`config.mk`:
```
export PLATFORM = sky130hd
export DESIGN_NAME = bcd_updown_counter
export DESIGN_NICKNAME = d
export VERILOG_FILES = /design/src/rtl/bcd_updown_counter.sv
export SDC_FILE = /design/constraint.sdc
export NUM_CORES = 1
export LEC_CHECK = 0
export CORE_MARGIN = 10
export CORE_UTILIZATION = 40
export CTS_BUF_LIST = sky130_fd_sc_hd__clkbuf_4
export CTS_CLUSTER_SIZE = 40
export DETAILED_ROUTE_END_ITERATION = 8
export PLACE_DENSITY = 0.64
export SYNTH_ARGS = -nofsm -noshare
export SYNTH_HDL_FRONTEND = slang
export SYNTH_SLANG_ARGS = --single-unit
```
`constraint.sdc`:
```
create_clock -name clk -period 2.31 [get_ports clk]
set_input_delay 0.462 -clock clk [delete_from_list [all_inputs] [get_ports clk]]
set_output_delay 0.462 -clock clk [all_outputs]
set_load 0.02 [all_outputs]
```
`src/rtl/bcd_updown_counter.sv`:
```
// ---------------------------------------------------------------------------
// bcd_updown_counter
//
// Multi-decade BCD up/down counter with synchronous parallel load.
// The whole counter advances in a single clock edge: each decade is
// computed combinationally from the lower decades, so there is no ripple
// delay between digits.
//
// Build option:
//   BCD_CNT_SAT_EN  - when defined, the counter saturates at all-9s
//                     (counting up) and at 0 (counting down), and wrap is
//                     tied low. When undefined, the counter wraps around.
//
// Parameters:
//   DIGITS    - number of BCD decades (1..8)
//
// Ports:
//   clk       - clock; all state changes on the rising edge
//   rst       - synchronous active-high reset (q, wrap, err -> 0)
//   en        - count enable, one step per edge while high
//   up        - direction: 1 = increment, 0 = decrement
//   load      - synchronous load strobe (takes priority over en)
//   load_val  - BCD value to load, digit 0 in bits [3:0]; nibbles above 9
//               are loaded as 0
//   q         - registered BCD count, digit 0 least significant
//   tc        - combinational terminal count: all-9s when counting up,
//               zero when counting down
//   wrap      - registered one-cycle pulse after a count step that wrapped
//   err       - registered one-cycle pulse after a load that contained an
//               invalid (greater than 9) nibble
// ---------------------------------------------------------------------------
module bcd_updown_counter #(
    parameter int unsigned DIGITS = 4
) (
    input  logic                  clk,
    input  logic                  rst,
    input  logic                  en,
    input  logic                  up,
    input  logic                  load,
    input  logic [4*DIGITS-1:0]   load_val,
    output logic [4*DIGITS-1:0]   q,
    output logic                  tc,
    output logic                  wrap,
    output logic                  err
);

    localparam int unsigned W = 4 * DIGITS;

    // State
    logic [W-1:0] cnt_q, cnt_d;
    logic         wrap_q, wrap_d;
    logic         err_q, err_d;

    // Combinational helpers
    logic [W-1:0] load_clean;
    logic         load_bad;
    logic         all_nine;
    logic         all_zero;
    logic [W-1:0] inc_val;
    logic [W-1:0] dec_val;

    // -----------------------------------------------------------------------
    // Load sanitising: any nibble above 9 is replaced by 0 and flagged.
    // -----------------------------------------------------------------------
    always_comb begin : load_sanitize
        load_clean = '0;
        load_bad   = 1'b0;
        for (int unsigned i = 0; i < DIGITS; i++) begin
            if (load_val[4*i +: 4] > 4'd9) begin
                load_bad = 1'b1;
            end else begin
                load_clean[4*i +: 4] = load_val[4*i +: 4];
            end
        end
    end

    // -----------------------------------------------------------------------
    // Limit detection on the current count.
    // -----------------------------------------------------------------------
    always_comb begin : limit_detect
        all_nine = 1'b1;
        all_zero = 1'b1;
        for (int unsigned i = 0; i < DIGITS; i++) begin
            if (cnt_q[4*i +: 4] != 4'd9) begin
                all_nine = 1'b0;
            end
            if (cnt_q[4*i +: 4] != 4'd0) begin
                all_zero = 1'b0;
            end
        end
    end

    // -----------------------------------------------------------------------
    // Increment: a carry enters digit 0 and propagates through every digit
    // that is at 9. From all-9s the carry falls off the top, giving 0.
    // -----------------------------------------------------------------------
    always_comb begin : increment
        logic carry;
        inc_val = cnt_q;
        carry   = 1'b1;
        for (int unsigned i = 0; i < DIGITS; i++) begin
            if (carry) begin
                if (cnt_q[4*i +: 4] == 4'd9) begin
                    inc_val[4*i +: 4] = 4'd0;
                end else begin
                    inc_val[4*i +: 4] = cnt_q[4*i +: 4] + 4'd1;
                    carry             = 1'b0;
                end
            end
        end
    end

    // -----------------------------------------------------------------------
    // Decrement: a borrow enters digit 0 and propagates through every digit
    // that is at 0. From zero the borrow falls off the top, giving all-9s.
    // -----------------------------------------------------------------------
    always_comb begin : decrement
        logic borrow;
        dec_val = cnt_q;
        borrow  = 1'b1;
        for (int unsigned i = 0; i < DIGITS; i++) begin
            if (borrow) begin
                if (cnt_q[4*i +: 4] == 4'd0) begin
                    dec_val[4*i +: 4] = 4'd9;
                end else begin
                    dec_val[4*i +: 4] = cnt_q[4*i +: 4] - 4'd1;
                    borrow            = 1'b0;
                end
            end
        end
    end

    // Terminal count doubles as "the next step in this direction wraps".
    assign tc = up ? all_nine : all_zero;

    // -----------------------------------------------------------------------
    // Next state: load beats count; reset is applied in the register.
    // -----------------------------------------------------------------------
    always_comb begin : next_state
        cnt_d  = cnt_q;
        wrap_d = 1'b0;
        err_d  = 1'b0;
        if (load) begin
            cnt_d = load_clean;
            err_d = load_bad;
        end else if (en) begin
`ifdef BCD_CNT_SAT_EN
            if (!tc) begin
                cnt_d = up ? inc_val : dec_val;
            end
`else
            cnt_d  = up ? inc_val : dec_val;
            wrap_d = tc;
`endif
        end
    end

    always_ff @(posedge clk) begin : state_reg
        if (rst) begin
            cnt_q  <= '0;
            wrap_q <= 1'b0;
            err_q  <= 1'b0;
        end else begin
            cnt_q  <= cnt_d;
            wrap_q <= wrap_d;
            err_q  <= err_d;
        end
    end

    assign q    = cnt_q;
    assign wrap = wrap_q;
    assign err  = err_q;

endmodule

```
==> After elaboration in Yosys (flattened, before gate mapping) <==
Index checks and enable logic that the tools add are counted.
{ "word_totals": {"out_inout_bits": 19, "ff_bits": 18, "mem_bits_ro": 0, "input_bits": 21, "ram_bits": 0, "latchBits": 0, "word_cells": 92, "n_memories": 0} }
{ "classes": {"n_eq_ne": 11, "n_shift": 0, "order_cmp": 4, "reduce_logical": 17, "mul": 0, "addsub": 8, "n_mux": 44, "div_mod_pow": 0, "bitwise_logic": 2} }
{ "ops": {"columns": ["cell", "count"], "rows": [
  ["$mux W4", 18],
  ["$mux W16", 3],
  ["$mux W1", 23],
  ["$add A4 B1 Y4 const B", 4],
  ["$eq A4 B4 Y1 const B", 4],
  ["$gt A4 B4 Y1 const B", 4],
  ["$logic_not A4 Y1", 4],
  ["$ne A4 B4 Y1 const B", 4],
  ["$reduce_bool A4 Y1", 4],
  ["$sub A4 B1 Y4 const B", 4],
  ["$ne A3 B1 Y1 const B", 3],
  ["$reduce_and A3 Y1", 3],
  ["$reduce_bool A3 Y1", 3],
  ["$reduce_or A3 Y1", 1],
  ["$not A1 Y1", 2],
  ["$reduce_bool A2 Y1", 1],
  ["$reduce_or A2 Y1", 1]
]} }

==> Depth between registers and ports, before layout <==
{ "depth": {"depth_word": 8, "depth_mapped": 7, "ltp_nobuf": 5} }

==> Worst setup path after synthesis <==
No wires, ideal clock.
{ "synth_path": {"path_type": "reg2out", "from": "register cnt_q[10], in the netlist q[10]", "to": "output port tc", "setup_slack_ns": 0.175, "arrival_ns": 1.673, "t_required_ns": 1.848, "stages_incl_launch_ff": 6, "n_path_buf": 1, "cell_sequence": "dfxtp_1 > buf_6 > or4_1 > nor4_1 > a22oi_1 > nor3_2"} }
{ "synth_via": {"elab_chain_cells": 4, "word_cells_on_any_way": 7} }
{ "synth_rtl": {"columns": ["element", "line_no", "text"], "rows": [
  ["start, declared", "50", "logic [W-1:0] cnt_q, cnt_d;"],
  ["start signal, assigned", "164", "cnt_q <= cnt_d;"],
  ["$ne A4 B4 Y1 / $reduce_bool A4 Y1 (equally long branches)", "84, 87", null],
  ["$mux W1 (on tied branches) (2 in series)", "84, 87", null],
  ["$mux W1 (*)", "134", "assign tc = up ? all_nine : all_zero;"],
  ["end, declared", "42", "output logic tc,"]
]} }
Every way passes the cells marked *; elsewhere a longest branch is shown, timed or not.

==> Final worst setup path <==
Ends and elaborated chain as after synthesis.

==> impl_results.md <==
* Worst-path fanout max at 2
* Input/output buffers at 39
* Share of layout cells above drive strength 1 at 21.0%
* Achievable Freq at 0.436 GHz
* DRT Pass-1 Iters at 4
* Post-DR vias/cell at 5.64
* Synth area leaders: dfxtp_1 21%, buf_6 6.0%, o21ai_0 5.6%, nor2_1 4.0%, a21oi_1 3.9%
* Clock Skew at 0.000789 ns
* Ports at 40
* R2R depth at 7
* Synth top area share at 21.4%
* Post-synthesis cell count at 214
* Placement-stage cell area at 0.00221 sq mm
* Skew-Pair Late Insertion Delay at 0.30 ns
* CTS H-Tree Depth at 1
* Vias in the first global route at 1655
* Multi-input gate area at 0.00115 sq mm
* Hold Worst Slack at 0.659 ns
* Die Wd at 84.9 um
* CP Cell Sequence: or4_4, nor4_1, a22oi_1, nor3_2, buf_4
* Critical Path Start Type: flop
* Worst-path clk slew at 0.11 ns
* Asr flop ratio synth at 0%
* Fillers at 416
* VDD IR max at 0.297 mV
* Sequential area share after synthesis at 21.4%
* Leak at 0.834 nW
* Setup CP Type: reg2out
* Post-synth cell types at 57
* Hold Path Depth at 2
* Syn nets at 235
* Initial drt markers at 64
* FF+latch area at 360 sq um
* Status: complete, no violations
* Core area at 0.00403 sq mm
* Power, Total at 946 uW
* Residual DRC at 0
* Main synth FF type: dfxtp_1
* Max-slew headroom at 62.6%
* Slew Limit Fails at 0
* CP max stage cell: or4_4
* Fin crit period at 2.30 ns
* Hold violation count in the final report at 0
* CP endpoint kind: output port
* Worst reg2reg endpoint: q[13]
* GPL Wtd Cong at 0.887
* Core Util, Final at 55.8%
* Wirelength per Cell at 15.4 um
* Die height at 84.9 um
* Hold path endpoint: q[14]
* All-Layer GR Usage at 12.9%
* Clk root buf: clkbuf_4
* Post-Syn Area at 0.00168 sq mm
* DP Wirelength at 3.79 mm
* Initial antenna violation count at 0
* Final instance area at 0.00225 sq mm
* Ant. Diodes at 0
* Largest net degree at the start of global routing at 28
* CTS buffer count at 3
* First-pass GRT wire length at 8.00 mm
* Yosys top cell by area: dfxtp_1
* FF-to-FF Start: q[3]
* CTS Sinks at 18
* Setup bufs post-CTS at 0
* Congestion Overflow GR at 0
* RSZ-0062 raised after global routing: true
* Total Die Area at 0.00721 sq mm
* Number of synthesized register bits at 18
* Post-route ant nets at 0
* Fin Setup TNS at 0 ns
* Row cnt at 23
* Syn Area/Cell at 7.87 sq um
* Fin crit share at 99.4%
* Min-delay src: q[14]
* Warnings from Yosys at 0
* Initial Utilization at 41.8%
* CP required at 1.85 ns
* EDFF count, synth at 0
* Max stage delay on crit path at 0.54 ns
* Power Dens Cells at 421 mW/mm^2
* Area Growth Syn to Fin at 33.5%
* Clock Tree Buf Depth at 2
* # nets final at 290
* DR vias at 1787
* Hold-fix buffers, CTS at 0
* # setup viols final at 0
* Hold WC Path Type: reg2reg
* Worst-Margin Slew at 0.558 ns
* MaxCap Viol Count at 0
* R2r setup slk at 0.48 ns
* Total wire length at 4.89 mm
* Critical path arrival at 1.83 ns
* CTS tree: built
## layout make-up
class	count	share of cell area, %
Multi-Input combinational cell	168	51.1
Inverter	7	1.17
Timing Repair Buffer	71	27.9
Clock buffer	3	1.00
Sequential cell	18	16.0
Tap cell	50	2.78
## placed cells by master (no fill, tap or decap), types with 2 or more instances in the layout
master           Yosys  layout
o21ai_0             19      19
xnor2_1              5       5
nand2b_1             7       7
nor3_1               4       4
xor2_1               3       3
mux2i_1              3       3
or2_2                5       5
and3_1               2       2
a311oi_2             2       2
nor2b_1              2       2
nor3_2               2       2
o221ai_1             2       2
o21ai_2              2       2
or3_1                3       3
a21oi_1             13      13
o211ai_1             2       2
and2_1               4       4
nand2_1              9       9
inv_1                7       7
dfxtp_1             18      18
a221oi_1             4       4
clkdlybuf4s50_1      0      38
nor3b_1              2       2
a21boi_0             2       2
nor4_4               2       2
nor4_1               3       3
nor2_1              18      18
a31oi_1              6       6
nand3b_1             3       3
clkbuf_4             0       3
nand3_1             10      10
buf_4                2      33
a211oi_1             6       6
## worst max path at each step
stage | from | end | slack, ns
detailed placement | up | tc | -0.42
floorplan | q[10] | tc | 0.18
global route | q[10] | tc | -0.08
finish | q[10] | tc | 0.01
CTS | q[10] | tc | -0.01
global placement | up | tc | -0.40
## timing repair
item	CTS	global route
endpoints found under the setup margin	1	2
gates resized for setup	6	1
hold endpoints to repair	0	0
pin swaps	0	3
## state kept, by name, summed over array words and instances, names as in the netlist
name / cells
q: 16
err: 1
wrap: 1
## cell usage after synthesis, drive strengths merged, types with 6 or more instances
cell and number:
nor3 6, nand2b 7, nand3 10, a31oi 6, o21ai 21, buf 15
a211oi 6, nand2 9, clkbuf 6, inv 7, a21oi 13, nor2 18
dfxtp 18
## cells by family (layout without fill, tap and decap cells)
logic type / count (synthesis) / count (layout) / share of synthesized area [%]
AND/OR/NAND/NOR: 85 / 85 / 30.5
AO/OA/AOI/OAI: 72 / 72 / 30.5
buffers and inverters: 28 / 81 / 11.6
flip-flops: 18 / 18 / 21.4
XOR/XNOR: 8 / 8 / 4.16
multiplexers: 3 / 3 / 1.78
## critical path: cells and delay by family, from the launching register on
kind | cells | cell delay, ns
simple gates | 3 | 0.88
compound gates | 1 | 0.14
buf+inv | 1 | 0.18
flops | 1 | 0.33
## per-stage QoR
stage	std cells	setup WS (ns)
global placement	314	-0.400
finish	317	0.0145
global route	317	-0.0786
floorplan	214	0.175
CTS	317	-0.0107
detailed placement	314	-0.422
## power breakdown
| part | total [mW] | switching, mW | internal [mW] |
|---|---|---|---|
| combinational | 0.424 | 0.214 | 0.210 |
| sequential | 0.355 | 0.0233 | 0.332 |
| clock | 0.168 | 0.107 | 0.0608 |
| total | 0.946 | 0.344 | 0.603 |
## per-layer routing
| layer | track usage [%] | part of all wire [%] | up-vias |
|---|---|---|---|
| met5 | 0 | 0 | - |
| met1 | 17.0 | 48 | 830 |
| met4 | 2.69 | 0.51 | 0 |
| met2 | 20.3 | 45 | 49 |
| li1 | - | - | 904 |
| met3 | 3.92 | 6.8 | 4 |
Note: power is estimated with default switching activity, not from simulation.
